===== config.mk =====
export PLATFORM = sky130hd
export DESIGN_NAME = fetch_queue_stage
export DESIGN_NICKNAME = d
export VERILOG_FILES = /design/src/rtl/fetch_queue_stage.sv
export SDC_FILE = /design/constraint.sdc
export NUM_CORES = 1
export LEC_CHECK = 0
export BUFFER_PORTS_ARGS = -buffer_cell sky130_fd_sc_hd__buf_2
export CAP_MARGIN = 20
export CORE_ASPECT_RATIO = 0.8
export CORE_MARGIN = 2
export CORE_UTILIZATION = 52
export CTS_BUF_LIST = sky130_fd_sc_hd__clkbuf_4
export CTS_CLUSTER_DIAMETER = 120
export DETAILED_ROUTE_END_ITERATION = 12
export PLACE_DENSITY_LB_ADDON = 0.15
export SLEW_MARGIN = 20
export SYNTH_ARGS = -nofsm -noshare
export SYNTH_HDL_FRONTEND = slang
export SYNTH_SLANG_ARGS = --single-unit

===== constraint.sdc =====
create_clock -name clk_i -period 4 [get_ports clk_i]
set_input_delay 0.2 -clock clk_i [delete_from_list [all_inputs] [get_ports clk_i]]
set_output_delay 0.2 -clock clk_i [all_outputs]
set_load 0.01 [all_outputs]

===== src/rtl/fetch_queue_stage.sv =====
// Fetch stage: owns the fetch PC, issues in-order imem requests and buffers
// returned instructions (with PC and PC+4) in a DEPTH-entry decoupling queue.
module fetch_queue_stage #(
  parameter int unsigned     XLEN         = 32,
  parameter int unsigned     DEPTH        = 4,
  parameter logic [XLEN-1:0] RESET_VECTOR = 32'h0000_0000
) (
  input  logic                       clk_i,
  input  logic                       reset_n_i,
  input  logic                       redirect_valid_i,
  input  logic [XLEN-1:0]            redirect_pc_i,
  input  logic                       pred_valid_i,
  input  logic [XLEN-1:0]            pred_target_i,
  output logic                       imem_req_valid_o,
  output logic [XLEN-1:0]            imem_req_addr_o,
  input  logic                       imem_req_ready_i,
  input  logic                       imem_rsp_valid_i,
  input  logic [31:0]                imem_rsp_data_i,
  output logic                       instr_valid_o,
  output logic [31:0]                instr_o,
  output logic [XLEN-1:0]            instr_pc_o,
  output logic [XLEN-1:0]            instr_pc_plus4_o,
  input  logic                       instr_ready_i,
  output logic [XLEN-1:0]            pc_f_o,
  output logic [$clog2(DEPTH):0]     count_o
);

  localparam int unsigned PTR_W = $clog2(DEPTH);
  localparam int unsigned CNT_W = PTR_W + 1;

  // Control state (reset)
  logic [XLEN-1:0]  pc_f_p0;
  logic [PTR_W-1:0] alloc_ptr_p0;
  logic [PTR_W-1:0] fill_ptr_p0;
  logic [PTR_W-1:0] head_ptr_p0;
  logic [CNT_W-1:0] count_p0;
  logic [CNT_W-1:0] pend_p0;
  logic [CNT_W-1:0] drop_p0;
  logic [DEPTH-1:0] vld_p0;

  // Queue payload (no reset)
  logic [XLEN-1:0]  ent_pc_p0    [DEPTH];
  logic [XLEN-1:0]  ent_pc4_p0   [DEPTH];
  logic [31:0]      ent_instr_p0 [DEPTH];

  logic             issue;
  logic             pop;
  logic             rsp_drop;
  logic             rsp_fill;
  logic [CNT_W:0]   credit_used;

  function automatic logic [XLEN-1:0] pc_plus4(input logic [XLEN-1:0] pc);
    return pc + XLEN'(4);
  endfunction

  function automatic logic [PTR_W-1:0] ptr_inc(input logic [PTR_W-1:0] ptr);
    return ptr + PTR_W'(1);
  endfunction

  // Stale requests still in flight after a flush: old drops plus every
  // allocated-but-unfilled entry, less a response consumed this very cycle.
  function automatic logic [CNT_W-1:0] drop_after_flush(
    input logic [CNT_W-1:0] drop,
    input logic [CNT_W-1:0] pend,
    input logic             rsp
  );
    logic [CNT_W:0] sum;
    sum = {1'b0, drop} + {1'b0, pend};
    if (rsp && (sum != '0)) sum = sum - (CNT_W+1)'(1);
    return sum[CNT_W-1:0];
  endfunction

  assign credit_used      = {1'b0, count_p0} + {1'b0, drop_p0};
  assign imem_req_valid_o = !redirect_valid_i && (credit_used < (CNT_W+1)'(DEPTH));
  assign imem_req_addr_o  = pc_f_p0;
  assign pc_f_o           = pc_f_p0;
  assign count_o          = count_p0;

  assign issue    = imem_req_valid_o && imem_req_ready_i;
  assign pop      = instr_valid_o && instr_ready_i;
  assign rsp_drop = imem_rsp_valid_i && (drop_p0 != '0);
  assign rsp_fill = imem_rsp_valid_i && (drop_p0 == '0) && (pend_p0 != '0);

  assign instr_valid_o    = vld_p0[head_ptr_p0] && !redirect_valid_i;
  assign instr_o          = ent_instr_p0[head_ptr_p0];
  assign instr_pc_o       = ent_pc_p0[head_ptr_p0];
  assign instr_pc_plus4_o = ent_pc4_p0[head_ptr_p0];

  // Control update: redirect flushes everything; otherwise issue, fill and pop
  // act independently on distinct entries.
  always_ff @(posedge clk_i or negedge reset_n_i) begin
    if (!reset_n_i) begin
      pc_f_p0      <= RESET_VECTOR;
      alloc_ptr_p0 <= '0;
      fill_ptr_p0  <= '0;
      head_ptr_p0  <= '0;
      count_p0     <= '0;
      pend_p0      <= '0;
      drop_p0      <= '0;
      vld_p0       <= '0;
    end else if (redirect_valid_i) begin
      pc_f_p0     <= redirect_pc_i;
      fill_ptr_p0 <= alloc_ptr_p0;
      head_ptr_p0 <= alloc_ptr_p0;
      count_p0    <= '0;
      pend_p0     <= '0;
      vld_p0      <= '0;
      drop_p0     <= drop_after_flush(drop_p0, pend_p0, imem_rsp_valid_i);
    end else begin
      if (issue) begin
        pc_f_p0      <= pred_valid_i ? pred_target_i : pc_plus4(pc_f_p0);
        alloc_ptr_p0 <= ptr_inc(alloc_ptr_p0);
      end
      if (rsp_fill) begin
        fill_ptr_p0         <= ptr_inc(fill_ptr_p0);
        vld_p0[fill_ptr_p0] <= 1'b1;
      end
      if (pop) begin
        head_ptr_p0         <= ptr_inc(head_ptr_p0);
        vld_p0[head_ptr_p0] <= 1'b0;
      end
      if (rsp_drop) drop_p0 <= drop_p0 - CNT_W'(1);
      count_p0 <= count_p0 + CNT_W'(issue) - CNT_W'(pop);
      pend_p0  <= pend_p0 + CNT_W'(issue) - CNT_W'(rsp_fill);
    end
  end

  // Payload capture: PC pair at issue, instruction word at fill
  always_ff @(posedge clk_i) begin
    if (issue) begin
      ent_pc_p0[alloc_ptr_p0]  <= pc_f_p0;
      ent_pc4_p0[alloc_ptr_p0] <= pc_plus4(pc_f_p0);
    end
    if (rsp_fill && !redirect_valid_i) begin
      ent_instr_p0[fill_ptr_p0] <= imem_rsp_data_i;
    end
  end

endmodule


### Word-level counts from Yosys, hierarchy flattened

Memory sizes are Yosys's and may differ from the RTL's.
Index checks and enable logic that the tools add are counted.

* flip-flop bits (word level): 51
* RAM bits: 384
* word-level logic and storage cells: 79
* output and inout port bits: 165
* memories: 3

Memory list
* ent_instr_p0: depth 4, width 32, rd ports 1, clocked after Yosys merged registers in 0, write ports 1, RTL line 44 `logic [31:0] ent_instr_p0 [DEPTH];`
* ent_pc4_p0: depth 4, width 32, rd ports 1, clocked after Yosys merged registers in 0, write ports 1, RTL line 43 `logic [XLEN-1:0] ent_pc4_p0 [DEPTH];`
* ent_pc_p0: depth 4, width 32, rd ports 1, clocked after Yosys merged registers in 0, write ports 1, RTL line 42 `logic [XLEN-1:0] ent_pc_p0 [DEPTH];`

* bitwise operators: 4
* add/sub/neg operators: 12
* magnitude comparators: 5
* multiplexer cells: 26
* reductions and logical operators: 21

Operators with widths (number)
* 32-bit two-way mux: 3
* 32-bit by 3-bit adder with 32-bit output, second input constant: 1
* 4-bit two-way mux: 4
* 3-bit two-way mux: 5
* 1-bit logical AND: 11
* 3-bit by 3-bit adder with 4-bit output: 2
* 2-bit two-way mux: 4
* 2-bit nonzero test: 4
* 1-bit two-way mux: 7
* 2-bit by 1-bit adder with 2-bit output, second input constant: 3
* 3-bit by 1-bit adder with 3-bit output: 2
* 2-bit by 3-bit < comparator with 1-bit output, second input constant: 2
* 3-bit nonzero test: 2
* 3-bit by 1-bit subtractor with 3-bit output: 2
* 3-bit by 1-bit subtractor with 3-bit output, second input constant: 2
* 4-bit bitwise AND: 1
* 1-bit demux with 2-bit select: 2
* 2-bit by 1-bit greater-or-equal comparator with 1-bit output, second input constant: 2
* 4-bit by 3-bit < comparator with 1-bit output, second input constant: 1
* 4-bit inverter: 1
* 4-bit bitwise OR: 1
* 4-bit nonzero test: 1
* 3-bit logical NOT: 1
* 1-bit binary-select mux with 2-bit select: 1
* 3 further kinds: 3

### Logic depth before layout (Yosys ltp)

Gate-level depths: netlist of run 1.

* word-level depth: 10
* depth in mapped cells: 11

### Worst setup path after synthesis of run 1

OpenSTA, ideal clock, no wires.

* path type: reg-to-reg
* start: reg count_p0[2] (netlist: count_o[2])
* end: mem ent_pc4_p0[0][0], enable pin
* stages on the path, launching flop included: 6
* period minus slack after synthesis: 3.738 ns
* arrival: 3.311 ns
* buffers on the path: 1
* setup slack: 0.262 ns
* path through: dfrtp_1 -> ha_1 -> or4b_4 -> nor3_1 -> buf_2 -> and2_1

* longest elaborated chain between the ends: 6

RTL lines
* start: declaration: RTL line 36 `logic [CNT_W-1:0] count_p0;`
* start signal: assignment: RTL line 123 `count_p0 <= count_p0 + CNT_W'(issue) - CNT_W'(pop);`
* 3-bit by 3-bit adder with 4-bit output: RTL line 73 `assign credit_used = {1'b0, count_p0} + {1'b0, drop_p0};`
* 4-bit by 3-bit < comparator with 1-bit output: RTL line 74 `assign imem_req_valid_o = !redirect_valid_i && (credit_used < (CNT_W+1)'(DEPTH));`
* 1-bit logical AND: RTL line 74
* 1-bit logical AND: RTL line 79 `assign issue = imem_req_valid_o && imem_req_ready_i;`
* 1-bit two-way mux: RTL line 130 `if (issue) begin`
* 1-bit two-way mux (implied by the code): RTL line 132 `ent_pc4_p0[alloc_ptr_p0] <= pc_plus4(pc_f_p0);`
* end: declaration: RTL line 43

Every way passes these cells.

### Worst setup path after layout of run 1

* start: reg pc_f_p0[7] (netlist: imem_req_addr_o[7])
* end: reg pc_f_p0[31] (netlist: imem_req_addr_o[31])

* longest elaborated chain between the ends: 4

RTL lines
* start: declaration: RTL line 32 `logic [XLEN-1:0] pc_f_p0;`
* start signal: assignment: RTL line 102 `pc_f_p0 <= redirect_pc_i;`
* start signal: assignment: RTL line 111 `pc_f_p0 <= pred_valid_i ? pred_target_i : pc_plus4(pc_f_p0);`
* 32-bit by 3-bit adder with 32-bit output: RTL line 53 `return pc + XLEN'(4);`
* 32-bit two-way mux: RTL line 111
* 32-bit two-way mux: RTL line 110 `if (issue) begin`
* 32-bit two-way mux: RTL line 101 `end else if (redirect_valid_i) begin`

Every way passes these cells. The select of a mux whose other input is x is not followed.
A chain may end at the register's enable or synchronous reset.

==> metrics.md, run 1 <==
| Metric | Value |
|---|---|
| Status | complete, no violations |
| RSZ-0062 raised after global routing | no |
| Initial antenna violation count | 2 |
| Die Y | 169 um |
| Drc violations | 0 |
| Post-CTS sizing | 0 |
| Cells after Synth | 962 |
| Final #Nets | 1,497 |
| # Post-CTS Setup Buffers | 0 |
| Via count | 10,700 |
| P&R area growth vs syn | 22.4% |
| Die Wd | 210 um |
| Largest net degree at the start of global routing | 100 |
| Max_cap viols | 0 |
| Vias/cell | 5.63 |
| CP Launch Type | flop |
| DRT iter0 DRCs | 973 |
| Setup WS post-layout | 805 ps |
| Register cell area after layout | 12,600 um2 |
| Post-synth ARST share | 11.9% |
| Share of layout cells above drive strength 1 | 40.5% |
| Post-synth EDFFs | 376 |
| WS Path Type | flop to flop |
| Fin. Hold Viols | 0 |
| CTS Buf Count | 104 |
| Ports | 268 |
| Final WL | 42,000 um |
| Clk_skew | 39.4 ps |
| Syn_nets | 1,091 |
| Seq cells post-synth | 427 |
| Total GRT Usage | 24.2% |
| Seq/Total Area, Yosys | 71.0% |
| Multi-input logic area | 4590 um2 |
| FP Rows | 60 |
| Routability cong. | 0.853 |
| Filler cell count | 2,445 |
| Root Driver | clkbuf_4 |
| Avg Inst Size Synth | 18.4 um2 |
| Worst-Skew Late Latency | 750 ps |
| Critical path required time | 4630 ps |
| Critical path arrival | 3830 ps |
| Initial core utilization | 52.7% |
| Hold Worst Slack | 60.3 ps |
| Setup TNS | 0 ps |
| Clock slew at reported path FFs | 70 ps |
| CTS Buffer Depth | 3 |
| Relative slew slack | 43.6% |
| Critical-path maximum fanout | 14 |
| Main synth FF type | edfxtp_1 |
| Setup-failing EPs final | 0 |
| Cell Area, Synth | 17,700 um2 |
| Total die area | 35,500 um2 |
| Routed Antenna Nets | 0 |
| Final Cycle Share | 79.9% |
| Port-buffer cells | 267 |
| VDD IR max | 0.274 mV |
| Pre-CTS setup slack | 1080 ps |
| Vias in the first global route | 10,900 |
| CTS tree | done |
| First-pass GRT wire length | 63,900 um |
| Fmax | 0.313 GHz |
| Pwr dens | 594 nW/um2 |
| Crit end category | flop |
| Remaining Overflow, GRT | 0 |
| Post-route minimum period | 3190 ps |
| YS warnings | 0 |
| Worst hold path class | input pin to flop |
| Tightest Pin Transition | 846 ps |
| WL per Instance | 22.2 um |
| Leak | 8.09 nW |
| Distinct cells, synth | 67 |
| CTS Sinks | 427 |
| HPWL after DPL | 25,800 um |
| H-tree Lvls | 3 |
| TritonRoute pass-1 iters | 5 |
| Max-slew violation count | 0 |
| Core area | 33,600 um2 |
[metrics by stage]
stage | cells | total power (W) | util (%) | instance area (um2)
after floorplan | 962 | 0.00802 | - | 17700
after detailed placement | 1599 | 0.00926 | 57.5 | 19300
after global placement | 1599 | 0.00922 | 57.5 | 19300
after CTS | 1891 | 0.0130 | 64.5 | 21600
final | 1894 | 0.0129 | 64.6 | 21700
after global routing | 1894 | 0.0135 | 64.6 | 21700
[sequential cells by signal (all words and copies together), names as in the netlist]
register,count
ent_instr_p0,128
ent_pc4_p0,128
ent_pc_p0,120
imem_req_addr_o,32
vld_p0,4
count_o,3
drop_p0,3
pend_p0,3
alloc_ptr_p0,2
fill_ptr_p0,2
head_ptr_p0,2
[path summary, 6_finish.rpt]
kind	slack (ps)	from	to	depth (start not counted)
max reg2reg	810	imem_req_addr_o[7]	imem_req_addr_o[31]	6
min	60	pred_target_i[18]	imem_req_addr_o[18]	5
max	810	imem_req_addr_o[7]	imem_req_addr_o[31]	6
min reg2reg	580	vld_p0[2]	vld_p0[2]	2
max in group asynchronous	3040	reset_n_i	pend_p0[2]	3
min in group asynchronous	90	reset_n_i	imem_req_addr_o[10]	2
[kinds of logic after synthesis]
logic type                 count (synthesis)  share of synthesized area (%)
xor gates and xnor gates                  39                           1.93
AOI/OAI and AO/OA                        126                           5.03
and+or+nand+nor                          140                           4.34
buffers and inverters                    101                           3.17
adders and majority gates                 26                           1.97
DFF                                      427                           71.0
muxes                                    103                           12.6
[what timing repair did]
action	in CTS	in global routing
setup endpoints to repair	0	0
hold endpoints to repair	192	0
hold buffers	96	0
[report_power, final]
group | leakage, nW | internal (W) | switching, W
clock | 0.848 | 0.00194 | 0.00170
sequential | 3.99 | 0.00537 | 0.000431
combinational | 3.25 | 0.00159 | 0.00184
total | 8.09 | 0.00890 | 0.00397
[worst max-delay path, cell delays in order (launching register included)]
cell and delay (ps):
dfrtp_1 670, nand4_4 250, nor4_4 790, nand4_1 210, xnor2_1 270, a221o_1 320, dlygate4sd3_1 560
[synth_stat cells (all sizes together) (13+ instances only)]
cell type / instances / area (um2)
a21oi: 26 / 134
nand3: 13 / 65.1
clkbuf: 25 / 93.8
inv: 16 / 60.1
and3: 18 / 114
mux4: 95 / 2140
o22ai: 19 / 119
a31oi: 13 / 81.3
buf: 60 / 407
edfxtp: 376 / 11300
o21ai: 13 / 65.1
xor2: 16 / 140
o22a: 16 / 140
nand2: 35 / 139
xnor2: 23 / 201
dfrtp: 51 / 1280
ha: 23 / 288
nor2: 31 / 124
[area by class of cell]
cell class	instances	share of cell area, %
Antenna cell	2	0.0231
Clock buffer	172	5.96
Clock inverter	24	0.485
Inverter	16	0.277
Multi-Input combinational cell	434	21.2
Sequential cell	427	58.0
Tap cell	434	2.51
Timing Repair Buffer	385	11.5
[layer usage]
layer	up-vias	GRT usage (%)	share of wire, %
met4	0	9.28	3.2
met5	-	0	0
li1	4724	-	-
met3	101	5.75	7.0
met1	5388	34.2	43
met2	442	36.9	47
[cell usage in the layout (no fill, tap or decap), types with 19 or more instances in the layout]
master,synthesis,routed
mux4_2,95,95
clkbuf_4,0,172
buf_4,38,19
buf_2,16,267
dlygate4sd3_1,0,96
xnor2_1,23,23
nand2_1,34,34
edfxtp_1,376,376
ha_1,23,23
nor2_1,30,28
dfrtp_1,51,49
a21oi_1,25,25
o22ai_1,19,19
Note: power is estimated with default switching activity, not from simulation.
==> inputs of run 2 (changes only) <==
- clock period: 4 -> 3 ns (I/O delays scaled with it)
==> run 2 against run 1 <==
  * Hold slack improved by 79 ps
  * Core utilization increased by 0.83 points
  * Clock skew increased by 15 ps
  * Final cell count increased by 0.58%
  * Non-clock buffer count increased by 24
  * Power increased by 33%
==> metrics.md, run 2 (synthesized netlist as in run 1, its figures left out) <==
| Metric | Value |
|---|---|
| Initial antenna violation count | 2 |
| Crit end category | flop |
| Most frequent cells in the layout | edfxtp_1 (376), buf_2 (267), clkbuf_4 (161), dlygate4sd3_1 (112), mux4_2 (95) |
| Fmax | 0.346 GHz |
| Relative slew slack | 50.1% |
| Buf+Inv Stages, Crit Path | 1 |
| Max-slew violation count | 0 |
| Final #Nets | 1,520 |
| WS Path Type | flop to flop |
| Final WL | 41,100 um |
| Fin. Hold Viols | 0 |
| First-pass GRT wire length | 62,000 um |
| Vias/cell | 5.57 |
| Total GRT Usage | 23.2% |
| WL per Instance | 21.6 um |
| Final Cycle Share | 96.4% |
| Remaining Overflow, GRT | 0 |
| Pwr dens | 778 nW/um2 |
| Crit path top cell by count | nand4_1 |
| Initial core utilization | 52.7% |
| HPWL after DPL | 24,700 um |
| H-tree Lvls | 3 |
| Crit-path slowest cell | dfrtp_1 |
| Pre-CTS setup slack | 219 ps |
| Post-route minimum period | 2890 ps |
| Worst-Skew Late Latency | 750 ps |
| Clock slew at reported path FFs | 60 ps |
| Critical path required time | 3620 ps |
| Status | complete, no violations |
| Fin cells | 1,905 |
| Drc violations | 0 |
| Critical-path maximum fanout | 13 |
| Worst hold path class | input pin to flop |
| Clk_skew | 54.1 ps |
| Setup-failing EPs final | 0 |
| Max_cap viols | 0 |
| Die Y | 169 um |
| Routed Antenna Nets | 0 |
| Leak | 8.17 nW |
| Tightest Pin Transition | 747 ps |
| Critical path arrival | 3510 ps |
| CP Launch Type | flop |
| Core area | 33,600 um2 |
| CTS Sinks | 427 |
| Placed cell count | 1,606 |
| Largest net degree at the start of global routing | 100 |
| Port-buffer cells | 267 |
| Routability cong. | 0.787 |
| Total die area | 35,500 um2 |
| Setup WS post-layout | 108 ps |
| Via count | 10,600 |
| Commonest non-fill, non-tap cell in the layout | edfxtp_1 |
| Vias in the first global route | 10,800 |
| Max incr delay on CP | 600 ps |
| CTS Buffer Depth | 3 |
| CP top delay family | simple AND/OR/NAND/NOR gates |
| Root Driver | clkbuf_4 |
| Critical-path cell list | nand4_1 -> nor4_4 -> nand4_1 -> xnor2_2 -> a221o_1 -> dlygate4sd3_1 |
| CTS Buf Count | 103 |
| Share of layout cells above drive strength 1 | 40.0% |
| Critical path depth | 6 |
| Worst reg2reg path depth | 6 |
| Top flop regs | ent_instr_p0 x128, ent_pc4_p0 x128, ent_pc_p0 x120 |
| DRT iter0 DRCs | 715 |
| CTS tree | done |
| FP Rows | 60 |
| TritonRoute pass-1 iters | 5 |
| VDD IR max | 0.415 mV |
| Ports | 268 |
| Die Wd | 210 um |
| Worst hold path stage count | 5 |
| P&R area growth vs syn | 24.0% |
==> run 2: changes by cell type in the layout (fill, tap and decap cells not counted), sizes merged <==
cell and change:
clkinv -3, dlygate4sd3 +16, clkbuf -10, inv +2, buf +7, diode -1
==> run 2: area by class of cell <==
type | instances | area, um2
multi-input combinational | 434 | 4620
timing repair buffer | 409 | 2850
sequential | 427 | 12600
clock buffer | 161 | 1210
fill | 2407 | 11600
inverter | 16 | 60.1
tap | 434 | 543
clock inverter | 23 | 96.3
antenna | 1 | 2.50
==> run 2: worst min-delay path: cells and delay by family <==
kind,cells,cell delay (ps)
simple gates,2,340
compound gates,2,220
buf+inv,1,110
==> run 2: path summary, 6_finish.rpt <==
| path | from | to | slack [ps] |
|---|---|---|---|
| worst max-delay path | imem_req_addr_o[13] | imem_req_addr_o[31] | 110 |
| worst min-delay path | imem_req_ready_i | imem_req_addr_o[30] | 140 |
| worst max register to register | imem_req_addr_o[13] | imem_req_addr_o[31] | 110 |
| worst min register to register | vld_p0[0] | vld_p0[0] | 590 |
| max in group asynchronous | reset_n_i | imem_req_addr_o[8] | 2060 |
| min in group asynchronous | reset_n_i | count_o[2] | 540 |
==> run 2: repair_timing <==
| item | in CTS | in global routing |
|---|---|---|
| endpoints found under the setup margin | 0 | 31 |
| endpoints found under the hold margin | 204 | 0 |
| setup buffers | 0 | 0 |
| hold buffers | 113 | 0 |
| resized for setup | 0 | 6 |
==> run 2: layer usage <==
metal	up-vias	share of wire [%]	GRT usage, %
met2	378	47	35.1
li1	4762	-	-
met4	2	3.5	10.7
met3	93	6.4	5.51
met1	5368	43	32.3
met5	-	0.029	0
==> run 2: report_power, final <==
part	switching, W	internal, W
Sequential	0.000473	0.00716
Combinational	0.00255	0.00223
Clock	0.00223	0.00243
==> run 2: per-stage QoR <==
stage / cell area, um2 / TNS [ps] / hold slack [ps] / util (%) / power (W)
floorplan: 17700 / -15360 / -146 / - / 0.0107
global placement: 19400 / 0 / 240 / 57.9 / 0.0123
detailed placement: 19400 / 0 / 240 / 57.9 / 0.0123
CTS: 21900 / 0 / 48.8 / 65.2 / 0.0172
global route: 21900 / -0.628 / 89.3 / 65.4 / 0.0180
finish: 21900 / 0 / 139 / 65.4 / 0.0171
==> inputs of run 3 (changes only) <==
==> constraint.sdc (replaced) <==
create_clock -name clk_i -period 3 [get_ports clk_i]
set_input_delay 0.45 -clock clk_i [delete_from_list [all_inputs] [get_ports clk_i]]
set_output_delay 0.45 -clock clk_i [all_outputs]
set_load 0.01 [all_outputs]
==> run 3 against run 2 <==
  * Count of clock-buffer cells in the layout decreased by 19
  * Core utilization down 1.7 points
  * Via count shrank 2.5%
  * Combinational power up 2%
  * Maximum frequency rose by 1.4%
  * Setup slack better by 39 ps
  * Die area is the same
  * Critical endpoint is now instr_pc_plus4_o[2]
  * Largest cell class unchanged
==> metrics.md, run 3 (synthesized netlist as in run 1, its figures left out) <==
| Metric | Value |
|---|---|
| Status | complete, no violations |
| WS Path Type | flop to output pin |
| # Post-CTS Setup Buffers | 0 |
| Leak | 7.91 nW |
| FF-to-FF End | imem_req_addr_o[1] |
| VDD IR max | 0.432 mV |
| Switching pwr | 0.00528 W |
| Clock slew at reported path FFs | 80 ps |
| Worst hold path stage count | 4 |
| Metal-1 WL | 18,300 um |
| Initial core utilization | 52.7% |
| Reg2reg setup slack | 150 ps |
| Die Y | 169 um |
| Final #Nets | 1,461 |
| Top Metal Used | met4 |
| Fin cells | 1,843 |
| Drc violations | 0 |
| R2R Path Start | count_o[2] |
| Max_cap viols | 0 |
| P&R area growth vs syn | 20.7% |
| Commonest non-fill, non-tap cell in the layout | edfxtp_1 |
| Max-slew violation count | 0 |
| First-pass GRT wire length | 61,900 um |
| Share of layout cells above drive strength 1 | 40.8% |
| Root Driver | clkbuf_4 |
| Tightest Pin Transition | 925 ps |
| Vias in the first global route | 10,600 |
| Critical-path cell list | buf_16 -> buf_16 -> mux4_2 -> buf_2 |
| Core area | 33,600 um2 |
| Max incr delay on CP | 570 ps |
| Setup-failing EPs final | 0 |
| Most frequent cells in the layout | edfxtp_1 (376), buf_2 (266), clkbuf_4 (142), mux4_2 (95), dfrtp_1 (49) |
| Clk_skew | 43.6 ps |
| Crit-path slowest cell | mux4_2 |
| Routed wl met3 | 2200 um |
| CTS Sinks | 427 |
| Sequential power share | 44.8% |
| Placed cell count | 1,611 |
| Ports | 268 |
| Critical path required time | 2550 ps |
| Fin. Hold Viols | 0 |
| WL per Instance | 22.2 um |
| Total die area | 35,500 um2 |
| P_int | 0.0117 W |
| Combinational share of power | 28.6% |
| CTS Buffer Depth | 3 |
| Total GRT Usage | 23.3% |
| TritonRoute pass-1 iters | 5 |
| Crit end category | output pin |
| Routed Antenna Nets | 0 |
| Worst-Skew Late Latency | 760 ps |
| Port-buffer cells | 267 |
| Min-delay src | redirect_pc_i[29] |
| CP Launch Type | flop |
| Remaining Overflow, GRT | 0 |
| Vias/cell | 5.61 |
| HPWL after DPL | 25,100 um |
| Relative slew slack | 38.3% |
| Clock share of power | 26.6% |
| Die Wd | 210 um |
| Top flop regs | ent_instr_p0 x128, ent_pc4_p0 x128, ent_pc_p0 x120 |
| Worst hold path class | input pin to flop |
| CTS tree | done |
| Fmax | 0.351 GHz |
| Largest net degree at the start of global routing | 98 |
| DRT iter0 DRCs | 825 |
| Worst reg2reg path depth | 8 |
| FP Rows | 60 |
| Total Power | 0.0170 W |
| Critical-path maximum fanout | 13 |
| Final WL | 40,900 um |
| Initial antenna violation count | 1 |
| Crit path top cell by count | buf_16 |
| Switch share | 31.0% |
| Post-route minimum period | 2850 ps |
| Routability cong. | 0.784 |
| CTS Buf Count | 104 |
| Critical path arrival | 2400 ps |
| H-tree Lvls | 3 |
| Via count | 10,300 |
| Pwr dens | 797 nW/um2 |
| Worst hold path endpoint | imem_req_addr_o[29] |
| DR WL met2 | 19,500 um |
| Final Cycle Share | 95.1% |
==> run 3: cell count changes in the layout (fill, tap and decap cells not counted), moves of 2 or more <==
cell	before	now
clkinv_2	1	3
clkinv_1	16	31
buf_16	1	3
clkbuf_4	161	142
buf_4	18	20
dlygate4sd3_1	112	45
bufbuf_16	0	2
inv_2	4	2
==> run 3: metal layers <==
layer,vias to the layer above,track usage (%)
met3,68,4.66
met4,0,8.26
met1,5295,33.3
met5,-,0
li1,4640,-
met2,339,36.2
==> run 3: cell type report <==
type | count | area [um2]
antenna | 2 | 5.00
clock buffer | 142 | 1070
clock inverter | 39 | 184
fill | 2461 | 12200
inverter | 16 | 60.1
multi-input combinational | 434 | 4600
sequential | 427 | 12600
tap | 434 | 543
timing repair buffer | 349 | 2340
==> run 3: stage by stage <==
step	hold slack [ps]	area, um2	utilization, %	TNS [ps]	setup WS [ps]
global placement	575	19500	58.1	0	330
global route	30.1	21400	63.7	-16.6	-16.6
CTS	13.4	21300	63.5	0	7.17
detailed placement	583	19500	58.1	0	223
finish	59.9	21400	63.7	0	147
floorplan	154	17700	-	-15360	-61.9
==> run 3: power groups by stage <==
stage / Sequential [W] / Clock [W] / Combinational (W)
5_1_grt: 0.00770 / 0.00494 / 0.00528
3_5_place_dp: 0.00775 / 0 / 0.00465
2_1_floorplan: 0.00764 / 0 / 0.00305
3_3_place_gp: 0.00773 / 0 / 0.00461
4_1_cts: 0.00763 / 0.00464 / 0.00490
6_report: 0.00763 / 0.00452 / 0.00487
==> run 3: worst max-delay path by stage <==
stage | from | endpoint | slack, ps | cells past startpoint
2_1_floorplan | count_o[2] | ent_pc4_p0[0][0] | -60 | 5
3_3_place_gp | count_o[2] | count_o[2] | 330 | 9
3_5_place_dp | drop_p0[2] | count_o[2] | 220 | 9
4_1_cts | head_ptr_p0[0] | instr_pc_plus4_o[26] | 7 | 4
5_1_grt | count_o[2] | imem_req_addr_o[1] | -20 | 8
6_report | head_ptr_p0[0] | instr_pc_plus4_o[2] | 150 | 4
==> run 3: what timing repair did <==
item                                    in CTS  in global routing
endpoints found under the setup margin      57                 15
pin swaps                                    0                  0
gates resized for setup                      5                  4
hold buffers                                45                  0
gates cloned                                 3                  1
endpoints found under the hold margin      177                  0
==> run 3: critical path, delay by kind of cell, from the launching register on <==
| family | cells | cell delay (ps) |
|---|---|---|
| flops | 1 | 490 |
| buf+inv | 3 | 550 |
| mux | 1 | 570 |
